--- src/rtl/memory_pkg.sv ---
// Memory subsystem shared definitions.
// Provides the status codes returned on the response path, the TLB control
// states, the reference TLB line layout, the default TLB depth and a helper
// that derives the page-offset width from the page size.
package memory_pkg;

  // Response status codes, 4 bits wide on the wire
  typedef enum logic [3:0] {
    MEM_OK         = 4'h0,
    MEM_ERR_ADDR   = 4'h1,
    MEM_ERR_ACCESS = 4'h2
  } mem_status_e;

  typedef enum logic [0:0] {
    TLB_IDLE  = 1'b0,
    TLB_FLUSH = 1'b1
  } tlb_state_e;

  localparam int TLB_ENTRIES_DEFAULT = 8;

  // Line layout at the default geometry (32-bit VA, 28-bit PA, 4 KiB pages)
  localparam int TLB_VPN_W_DEFAULT = 20;
  localparam int TLB_PPN_W_DEFAULT = 16;

  typedef struct packed {
    logic                         valid;
    logic                         wr_perm;
    logic [TLB_VPN_W_DEFAULT-1:0] vpn;
    logic [TLB_PPN_W_DEFAULT-1:0] ppn;
  } tlb_line_t;

  // Width of the in-page byte offset for a power-of-two page size
  function automatic int page_off_w(input int page_size);
    return $clog2(page_size);
  endfunction

endpackage

--- src/rtl/mem_tlb_match.sv ---
// Combinational CAM compare for the TLB.
// Ports:
//   valid    - per-entry valid bits
//   vpns     - all entry VPNs, entry i at [i*VPN_W +: VPN_W]
//   key      - VPN to search for
//   hit      - a valid entry holds key
//   hit_idx  - index of that entry (at most one can match)
//   free     - at least one entry is invalid
//   free_idx - lowest-index invalid entry
module mem_tlb_match
  import memory_pkg::*;
#(
  parameter int ENTRIES = TLB_ENTRIES_DEFAULT,
  parameter int VPN_W   = TLB_VPN_W_DEFAULT,
  localparam int IDX_W  = $clog2(ENTRIES)
) (
  input  logic [ENTRIES-1:0]       valid,
  input  logic [ENTRIES*VPN_W-1:0] vpns,
  input  logic [VPN_W-1:0]         key,
  output logic                     hit,
  output logic [IDX_W-1:0]         hit_idx,
  output logic                     free,
  output logic [IDX_W-1:0]         free_idx
);

  // Parallel compare of the key against every valid entry
  always_comb begin
    hit     = 1'b0;
    hit_idx = {IDX_W{1'b0}};
    for (int i = 0; i < ENTRIES; i++) begin
      if (valid[i] && (vpns[i*VPN_W +: VPN_W] == key)) begin
        hit     = 1'b1;
        hit_idx = IDX_W'(i);
      end else begin
        hit     = hit;
      end
    end
  end

  // Priority encoder: scanning downwards lets the lowest invalid index win
  always_comb begin
    free     = 1'b0;
    free_idx = {IDX_W{1'b0}};
    for (int i = ENTRIES - 1; i >= 0; i--) begin
      if (!valid[i]) begin
        free     = 1'b1;
        free_idx = IDX_W'(i);
      end else begin
        free     = free;
      end
    end
  end

endmodule

--- src/rtl/mem_tlb.sv ---
// Fully associative translation lookaside buffer.
// Translates virtual addresses to physical addresses through VPN->PPN page
// mappings. Loads overwrite an existing mapping of the same VPN, otherwise
// fill the lowest free entry, otherwise evict round-robin. A flush walks the
// table one entry per cycle and pulses flush_done when finished.
//
// Optional feature (compile-time macro MEM_TLB_PERM_EN): per-entry write
// permission; a write lookup hitting a read-only page returns MEM_ERR_ACCESS.
//
// Ports:
//   clk, rst            - clock, asynchronous active-high reset
//   lk_valid/lk_ready   - lookup handshake; lk_vaddr, lk_write request fields
//   rsp_valid/rsp_ready - response handshake; rsp_paddr, rsp_status, rsp_hit
//   ld_valid/ld_ready   - load handshake; ld_vpn, ld_ppn, ld_wr_perm
//   flush_valid         - start a flush (only sampled when idle)
//   flush_done          - one-cycle pulse at flush completion
//   occupancy           - number of valid entries
module mem_tlb
  import memory_pkg::*;
#(
  parameter int VIRT_ADDR_WIDTH = 32,
  parameter int PHYS_ADDR_WIDTH = 28,
  parameter int PAGE_SIZE       = 4096,
  parameter int TLB_ENTRIES     = TLB_ENTRIES_DEFAULT,
  localparam int OFF_W = page_off_w(PAGE_SIZE),
  localparam int VPN_W = VIRT_ADDR_WIDTH - OFF_W,
  localparam int PPN_W = PHYS_ADDR_WIDTH - OFF_W,
  localparam int IDX_W = $clog2(TLB_ENTRIES)
) (
  input  logic                       clk,
  input  logic                       rst,
  input  logic                       lk_valid,
  output logic                       lk_ready,
  input  logic [VIRT_ADDR_WIDTH-1:0] lk_vaddr,
  input  logic                       lk_write,
  output logic                       rsp_valid,
  input  logic                       rsp_ready,
  output logic [PHYS_ADDR_WIDTH-1:0] rsp_paddr,
  output mem_status_e                rsp_status,
  output logic                       rsp_hit,
  input  logic                       ld_valid,
  output logic                       ld_ready,
  input  logic [VPN_W-1:0]           ld_vpn,
  input  logic [PPN_W-1:0]           ld_ppn,
  input  logic                       ld_wr_perm,
  input  logic                       flush_valid,
  output logic                       flush_done,
  output logic [IDX_W:0]             occupancy
);

  tlb_state_e                 state_r, state_nxt_s;
  logic [IDX_W-1:0]           flush_idx_r;
  logic [IDX_W-1:0]           victim_r;
  logic [IDX_W:0]             occupancy_r;
  logic                       flush_done_r;
  logic [TLB_ENTRIES-1:0]     valid_r;
  logic [VPN_W-1:0]           vpn_r [TLB_ENTRIES];
  logic [PPN_W-1:0]           ppn_r [TLB_ENTRIES];
  logic [TLB_ENTRIES*VPN_W-1:0] vpn_flat_s;

  logic                       rsp_valid_r;
  logic [PHYS_ADDR_WIDTH-1:0] rsp_paddr_r;
  mem_status_e                rsp_status_r;
  logic                       rsp_hit_r;

  logic                       idle_s, flush_last_s;
  logic                       lk_fire_s, ld_fire_s;
  logic                       lk_hit_s, lk_free_unused_s;
  logic [IDX_W-1:0]           lk_hit_idx_s, lk_free_idx_unused_s;
  logic                       ld_hit_s, ld_free_s;
  logic [IDX_W-1:0]           ld_hit_idx_s, ld_free_idx_s, ld_idx_s;
  logic                       deny_s;
  logic [PHYS_ADDR_WIDTH-1:0] lk_paddr_s;
  mem_status_e                lk_status_s;
  logic                       unused_lk_free_s;

  assign idle_s    = (state_r == TLB_IDLE);
  assign lk_ready  = idle_s && !flush_valid && (!rsp_valid_r || rsp_ready);
  assign ld_ready  = idle_s && !flush_valid;
  assign lk_fire_s = lk_valid && lk_ready;
  assign ld_fire_s = ld_valid && ld_ready;

  // The lookup CAM only needs the hit result
  assign unused_lk_free_s = lk_free_unused_s ^ (^lk_free_idx_unused_s);

  // Flatten the VPN storage for the compare units
  always_comb begin
    vpn_flat_s = {(TLB_ENTRIES*VPN_W){1'b0}};
    for (int i = 0; i < TLB_ENTRIES; i++) begin
      vpn_flat_s[i*VPN_W +: VPN_W] = vpn_r[i];
    end
  end

  mem_tlb_match #(.ENTRIES(TLB_ENTRIES), .VPN_W(VPN_W)) u_lk_match (
    .valid    (valid_r),
    .vpns     (vpn_flat_s),
    .key      (lk_vaddr[VIRT_ADDR_WIDTH-1:OFF_W]),
    .hit      (lk_hit_s),
    .hit_idx  (lk_hit_idx_s),
    .free     (lk_free_unused_s),
    .free_idx (lk_free_idx_unused_s)
  );

  // Separate compare for loads so a same-cycle lookup sees pre-load contents
  mem_tlb_match #(.ENTRIES(TLB_ENTRIES), .VPN_W(VPN_W)) u_ld_match (
    .valid    (valid_r),
    .vpns     (vpn_flat_s),
    .key      (ld_vpn),
    .hit      (ld_hit_s),
    .hit_idx  (ld_hit_idx_s),
    .free     (ld_free_s),
    .free_idx (ld_free_idx_s)
  );

  // Load target: existing mapping, else lowest free slot, else the victim
  always_comb begin
    ld_idx_s = victim_r;
    if (ld_hit_s) begin
      ld_idx_s = ld_hit_idx_s;
    end else if (ld_free_s) begin
      ld_idx_s = ld_free_idx_s;
    end else begin
      ld_idx_s = victim_r;
    end
  end

`ifdef MEM_TLB_PERM_EN
  logic perm_r [TLB_ENTRIES];

  // Write-permission storage, written alongside the mapping
  always_ff @(posedge clk) begin
    if (ld_fire_s) begin
      perm_r[ld_idx_s] <= ld_wr_perm;
    end
  end

  assign deny_s = lk_write && !perm_r[lk_hit_idx_s];
`else
  logic unused_perm_s;
  assign unused_perm_s = ld_wr_perm ^ lk_write;
  assign deny_s        = 1'b0;
`endif

  // Translation result for the current lookup request
  always_comb begin
    lk_status_s = MEM_ERR_ADDR;
    lk_paddr_s  = {PHYS_ADDR_WIDTH{1'b0}};
    if (lk_hit_s) begin
      if (deny_s) begin
        lk_status_s = MEM_ERR_ACCESS;
        lk_paddr_s  = {PHYS_ADDR_WIDTH{1'b0}};
      end else begin
        lk_status_s = MEM_OK;
        lk_paddr_s  = {ppn_r[lk_hit_idx_s], lk_vaddr[OFF_W-1:0]};
      end
    end else begin
      lk_status_s = MEM_ERR_ADDR;
      lk_paddr_s  = {PHYS_ADDR_WIDTH{1'b0}};
    end
  end

  // Next-state logic; the last flush step is the one at the top index
  always_comb begin
    state_nxt_s  = state_r;
    flush_last_s = 1'b0;
    case (state_r)
      TLB_IDLE: begin
        if (flush_valid) begin
          state_nxt_s = TLB_FLUSH;
        end else begin
          state_nxt_s = TLB_IDLE;
        end
      end
      TLB_FLUSH: begin
        if (&flush_idx_r) begin
          state_nxt_s  = TLB_IDLE;
          flush_last_s = 1'b1;
        end else begin
          state_nxt_s  = TLB_FLUSH;
        end
      end
      default: begin
        state_nxt_s = TLB_IDLE;
      end
    endcase
  end

  // State register
  always_ff @(posedge clk or posedge rst) begin
    if (rst) begin
      state_r <= TLB_IDLE;
    end else begin
      state_r <= state_nxt_s;
    end
  end

  // Entry valid bits, occupancy, victim pointer and flush walk
  always_ff @(posedge clk or posedge rst) begin
    if (rst) begin
      valid_r      <= {TLB_ENTRIES{1'b0}};
      occupancy_r  <= {(IDX_W+1){1'b0}};
      victim_r     <= {IDX_W{1'b0}};
      flush_idx_r  <= {IDX_W{1'b0}};
      flush_done_r <= 1'b0;
    end else begin
      flush_done_r <= flush_last_s;
      if (state_r == TLB_FLUSH) begin
        valid_r[flush_idx_r] <= 1'b0;
        if (valid_r[flush_idx_r]) begin
          occupancy_r <= occupancy_r - (IDX_W+1)'(1);
        end
        // Wraps back to 0 on the final step
        flush_idx_r <= flush_idx_r + IDX_W'(1);
      end else if (ld_fire_s) begin
        valid_r[ld_idx_s] <= 1'b1;
        if (!ld_hit_s && ld_free_s) begin
          occupancy_r <= occupancy_r + (IDX_W+1)'(1);
        end
        if (!ld_hit_s && !ld_free_s) begin
          victim_r <= victim_r + IDX_W'(1);
        end
      end
    end
  end

  // Mapping payload; only meaningful where the valid bit is set
  always_ff @(posedge clk) begin
    if (ld_fire_s) begin
      vpn_r[ld_idx_s] <= ld_vpn;
      ppn_r[ld_idx_s] <= ld_ppn;
    end
  end

  // Response register: load on accept, hold under backpressure
  always_ff @(posedge clk or posedge rst) begin
    if (rst) begin
      rsp_valid_r  <= 1'b0;
      rsp_paddr_r  <= {PHYS_ADDR_WIDTH{1'b0}};
      rsp_status_r <= MEM_OK;
      rsp_hit_r    <= 1'b0;
    end else if (lk_fire_s) begin
      rsp_valid_r  <= 1'b1;
      rsp_paddr_r  <= lk_paddr_s;
      rsp_status_r <= lk_status_s;
      rsp_hit_r    <= lk_hit_s;
    end else if (rsp_ready) begin
      rsp_valid_r  <= 1'b0;
    end
  end

  assign rsp_valid  = rsp_valid_r;
  assign rsp_paddr  = rsp_paddr_r;
  assign rsp_status = rsp_status_r;
  assign rsp_hit    = rsp_hit_r;
  assign flush_done = flush_done_r;
  assign occupancy  = occupancy_r;

endmodule

--- config.mk ---
export PLATFORM = sky130hd
export DESIGN_NAME = mem_tlb
export DESIGN_NICKNAME = d
export VERILOG_FILES = /design/src/rtl/memory_pkg.sv /design/src/rtl/mem_tlb_match.sv /design/src/rtl/mem_tlb.sv
export SDC_FILE = /design/constraint.sdc
export NUM_CORES = 1
export LEC_CHECK = 0
export BUFFER_PORTS_ARGS = -buffer_cell sky130_fd_sc_hd__buf_2
export CORE_MARGIN = 3
export CORE_UTILIZATION = 50
export DETAILED_ROUTE_END_ITERATION = 12
export GPL_ROUTABILITY_DRIVEN = 1
export PLACE_DENSITY = 0.68
export SKIP_LAST_GASP = 1
export SYNTH_ARGS = -nofsm -noshare
export SYNTH_HDL_FRONTEND = slang
export SYNTH_HIERARCHICAL = 1
export SYNTH_SLANG_ARGS = --single-unit
--- constraint.sdc ---
create_clock -name clk -period 5.8 [get_ports clk]
set_clock_uncertainty 0.05 [all_clocks]
set_input_delay 0.58 -clock clk [delete_from_list [all_inputs] [get_ports clk]]
set_output_delay 0.58 -clock clk [all_outputs]
set_load 0.02 [all_outputs]
---- Yosys cells after proc, flatten, opt, wreduce, memory -nomap -nowiden ----
Memory sizes are Yosys's and may differ from the RTL's.
Cells that the tools add are included.
operators by class
  equal/unequal tests ..................... 17
  shift operators ......................... 0
  order comparisons ....................... 4
  bitwise gates (word level) .............. 4
  divide/modulo/power cells ............... 0
  reduce and logical (&&, ||, !) cells .... 35
  add/subtract/negate cells ............... 4
  multiplexer cells ....................... 71
  multiply operators ...................... 0
operators by type and width
  kind                                                                           count
  20-bit == test                                                                 16
  3-bit two-way mux                                                              18
  1-bit two-way mux                                                              38
  28-bit two-way mux                                                             1
  1-bit logical AND                                                              24
  4-bit two-way mux                                                              4
  8-bit two-way mux                                                              2
  3-bit AND reduction                                                            3
  8-bit bitwise AND                                                              1
  3-bit by 4-bit less-than comparator with 1-bit output (second input constant)  2
  2-bit two-way mux                                                              4
  8-bit inverter                                                                 1
  8-bit bitwise OR                                                               1
  3-bit by 1-bit adder with 3-bit output (second input constant)                 2
  1-bit demux with 3-bit select                                                  2
  3-bit by 1-bit >= comparator with 1-bit output (second input constant)         2
  2-bit nonzero test                                                             3
  4-bit by 1-bit adder with 4-bit output (second input constant)                 1
  1-bit logical NOT                                                              4
  4-bit by 1-bit subtractor with 4-bit output (second input constant)            1
  1-bit binary-select mux with 3-bit select                                      1
  2-bit by 1-bit inequality test with 1-bit output (second input constant)       1
  1-bit one-hot mux with 2 select lines                                          1
  1-bit logical OR                                                               1
  1-bit inverter                                                                 1
word-level totals
  output and inout port bits .............. 41
  latch bits .............................. 0
  memories kept ........................... 2
  word-level logic and storage cells ...... 147
  bits in writable memories ............... 288
  bits in registers ....................... 54
  bits in read-only memories .............. 0
  input bits .............................. 76
memories
  name   words  width  rd ports  clocked after Yosys merged registers in  write ports  RTL line       source
  vpn_r  8      20     8         0                                        1            mem_tlb.sv:57  logic [VPN_W-1:0] vpn_r [TLB_ENTRIES];
  ppn_r  8      16     1         0                                        1            mem_tlb.sv:58  logic [PPN_W-1:0] ppn_r [TLB_ENTRIES];

---- Depth between registers and ports, before layout ----
An unclocked memory read counts as a cell.
  depth after elaboration ................. 19
  gate-level depth with buffers ........... 13
  depth with buffers taken out ............ 11

---- By module ----
The synthesis kept the hierarchy.
by module, submodules not included
  module         times used  area an instance (µm²)  cells each  seq. area each (µm²)
  mem_tlb        1           11,918.9                570         9,924.5
  mem_tlb_match  2           1,995.7                 264         0.0

---- Worst setup path after synthesis ----
OpenSTA, ideal clock, no wires.
  path kind ............................... input-to-reg
  from .................................... in ld_vpn[19]
  to ...................................... mem ppn_r[4][0] (netlist name), enable pin
  setup slack ............................. 0.341 ns
  buffers on the path ..................... 2
  arrival ................................. 4.932 ns
  setup time .............................. 0.477 ns
  data required time ...................... 5.273 ns
  stages on the path ...................... 11
  cells stage by stage .................... buf_6 > xor2_1 > nor4_1 > nand4_1 > nor4_2 > a41oi_1 > and3_1 > nand3_1 > clkbuf_1 > o2111ai_1 > nor3_1
on the way
  longest elaborated chain between the ends .. 11
  elaborated cells between the ends (all ways) .. 32
  classes of those cells .................. eq/ne (8); mux (16); reduce/logical (8)
RTL lines
  what                             RTL line             source
  start, declared                  mem_tlb.sv:43        input logic [VPN_W-1:0] ld_vpn,
  20-bit == test                   mem_tlb_match.sv:31  if (valid[i] && (vpns[i*VPN_W +: VPN_W] == key)) begin
  1-bit logical AND                mem_tlb_match.sv:31
  1-bit two-way mux (7 in series)  mem_tlb_match.sv:31
  1-bit two-way mux (*)            mem_tlb_match.sv:31
  net ld_hit_s                     mem_tlb.sv:70        logic ld_hit_s, ld_free_s;
  3-bit two-way mux (*)            mem_tlb.sv:118       if (ld_hit_s) begin
  end, declared                    mem_tlb.sv:58
Mark *: on every way through the listed nets, which the timed path passes. The rest lies on a longest branch.

---- Worst setup path after layout ----
  from .................................... in ld_vpn[19]
  to ...................................... mem ppn_r[7][11] (netlist name), enable pin
The elaborated chain is that of the path after synthesis.

==> flow_summary.json <==
{
  "tns_ns": 0,
  "synth_cells": 1082,
  "dp_cells": 1557,
  "placed_area_um2": 16840,
  "layout_common_cells": "288 x edfxtp_1, 252 x xnor2_1, 111 x buf_2",
  "critical_path_class": "input pin to flip-flop",
  "final_cells": 1625,
  "cts_root_buf": "clkbuf_16",
  "io_buffers": 111,
  "crit_cells": 11,
  "regArea_um2": 9925,
  "die_area_um2": 33850,
  "power_density_nw_per_um2": 320.3,
  "insertion_delay_ns": 0.51,
  "grt_max_degree": 52,
  "routedWlPerCell_um": 23.12,
  "slew_headroom": 0.2402,
  "max_freq_ghz": 0.2289,
  "synthesis.area_um2": 15840,
  "status": "finished clean",
  "grtUsageTotal": 0.2222,
  "antenna_found_initial": 0,
  "worst_slew_pin_slew_ns": 1.137,
  "drt_first_iter_violations": 823,
  "numCtsBuffers": 37,
  "crit_family": "simple AND/OR/NAND/NOR gates",
  "start_kind": "input pin",
  "max_stage_delay_ns": 0.73,
  "slew_violations": 0,
  "path_cells": "buf_2 > xor2_1 > nor4_1 > nand4_1 > nor4_2 > a41oi_1 > and3_1 > nand3_1 > o2111ai_1 > nor3_2 > buf_12",
  "die_h_um": 184.0,
  "numClockSinks": 339,
  "rows": 64,
  "grt_pass1_vias": 9378,
  "cp_max_fo": 31,
  "mostFrequentLayoutCell": "edfxtp_1",
  "first_pass_iters": 5,
  "crit_required_ns": 5.95,
  "worst_hold_path_type": "input pin to async pin",
  "start_util": 0.5125,
  "core_area_um2": 30910,
  "postCtsSetupBuffers": 0,
  "endpoint": "ppn_r[7][11]",
  "cp-end-kind": "flip-flop",
  "rrSetupSlack_ns": 1.45,
  "totalWireLength_mm": 37.57,
  "place_congestion": 0.8314,
  "ant_nets": 0,
  "max-cap-violations": 0,
  "post-route-period-util": 0.7531,
  "setup_viol": 0,
  "power_mw": 5.777,
  "grt-ovfl-total": 0,
  "vias": 9257,
  "peakVddDrop_v": 0.0002651,
  "antenna_cells": 0,
  "timing.critical_path.buf_inv": 2,
  "cp.arrival_ns": 4.51,
  "timing.final.hold_violations": 0,
  "pin_count": 117,
  "htree_levels": 2,
  "grt_pass1_wl_mm": 56.29,
  "die_w_um": 184.0,
  "routed_via_density": 5.697,
  "fillers": 2430,
  "drive_gt1_frac": 0.2034,
  "design_area_um2": 18030,
  "areaGrowthSynthToFinish_pct": 13.85,
  "worstReg2RegEnd": "ppn_r[7][11]",
  "synth.avg_cell_area_um2": 14.64,
  "ctsHoldBuffers": 0,
  "remaining_drc_errors": 0,
  "r2r_start": "vpn_r[2][19]",
  "fin_nets": 1282,
  "crit_path_top_delay_cell": "nor4_1",
  "worstSetupStartpoint": "ld_vpn[19]",
  "finish.utilization": 0.5835,
  "cts_resized": 0,
  "dp_hpwl_mm": 24.41,
  "multiInputGateArea_um2": 5600,
  "cts_max_path_buffers": 3,
  "p_leak_nw": 6.104,
  "path_clk_slew_ns": 0.06,
  "ys_warn_count": 6,
  "rsz0062_at_grt": "false",
  "worstRegToRegCells": 10,
  "tritoncts": "yes",
  "fin_crit_ns": 4.368
}
## sequential cells by signal, indices dropped and copies added, names as in the netlist
name / flops
vpn_r: 160
rsp_hit: 1
state_r: 1
valid_r: 8
occupancy: 4
rsp_status: 1
flush_idx_r: 3
rsp_valid: 1
victim_r: 3
ppn_r: 128
flush_done: 1
rsp_paddr: 28
## cell type report
cell class / count / share of cell area
Sequential cell: 339 / 0.5503
Timing Repair Buffer: 139 / 0.04315
Tap cell: 396 / 0.02747
Clock inverter: 20 / 0.009921
Clock buffer: 48 / 0.05654
Inverter: 10 / 0.002081
Multi-Input combinational cell: 673 / 0.3105
## layer usage
layer | track usage | wire (um)
met5 | 0 | 0
met4 | 0.05624 | 705
met3 | 0.03324 | 2427
met2 | 0.3590 | 17530
met1 | 0.3205 | 16910
## stage by stage
stage	hold WS (ns)	setup WS [ns]
2_1_floorplan	0.3941	0.3413
3_3_place_gp	0.4080	1.102
3_5_place_dp	0.4128	1.037
4_1_cts	0.2298	1.538
5_1_grt	0.2648	1.316
6_report	0.2153	1.432
## worst min path at each step
| stage | startpoint | to | slack (ns) | depth (start not counted) |
|---|---|---|---|---|
| finish | rst | rsp_paddr[0] | 0.22 | 3 |
| global route | lk_vaddr[6] | rsp_paddr[6] | 0.26 | 3 |
| CTS | rst | rsp_paddr[0] | 0.23 | 3 |
| detailed placement | occupancy[3] | occupancy[3] | 0.41 | 1 |
| global placement | rsp_paddr[8] | rsp_paddr[8] | 0.41 | 2 |
| floorplan | victim_r[2] | victim_r[2] | 0.39 | 1 |
## report_power, final
| part | switching (mW) | leakage [nW] | internal, mW |
|---|---|---|---|
| Sequential | 0.0908 | 3.28 | 2.72 |
| Clock | 0.926 | 0.590 | 1.38 |
| Combinational | 0.378 | 2.24 | 0.281 |
| Total | 1.40 | 6.10 | 4.38 |
## worst reg2reg max path: cells and delay by family, from the launching register on
family,cells,cell delay (ns)
compound gates,2,0.51
xor+xnor,1,0.16
buf+inv,1,0.33
flops,1,0.42
simple gates,6,2.56
No activity file was read; power rests on OpenSTA's default activity.
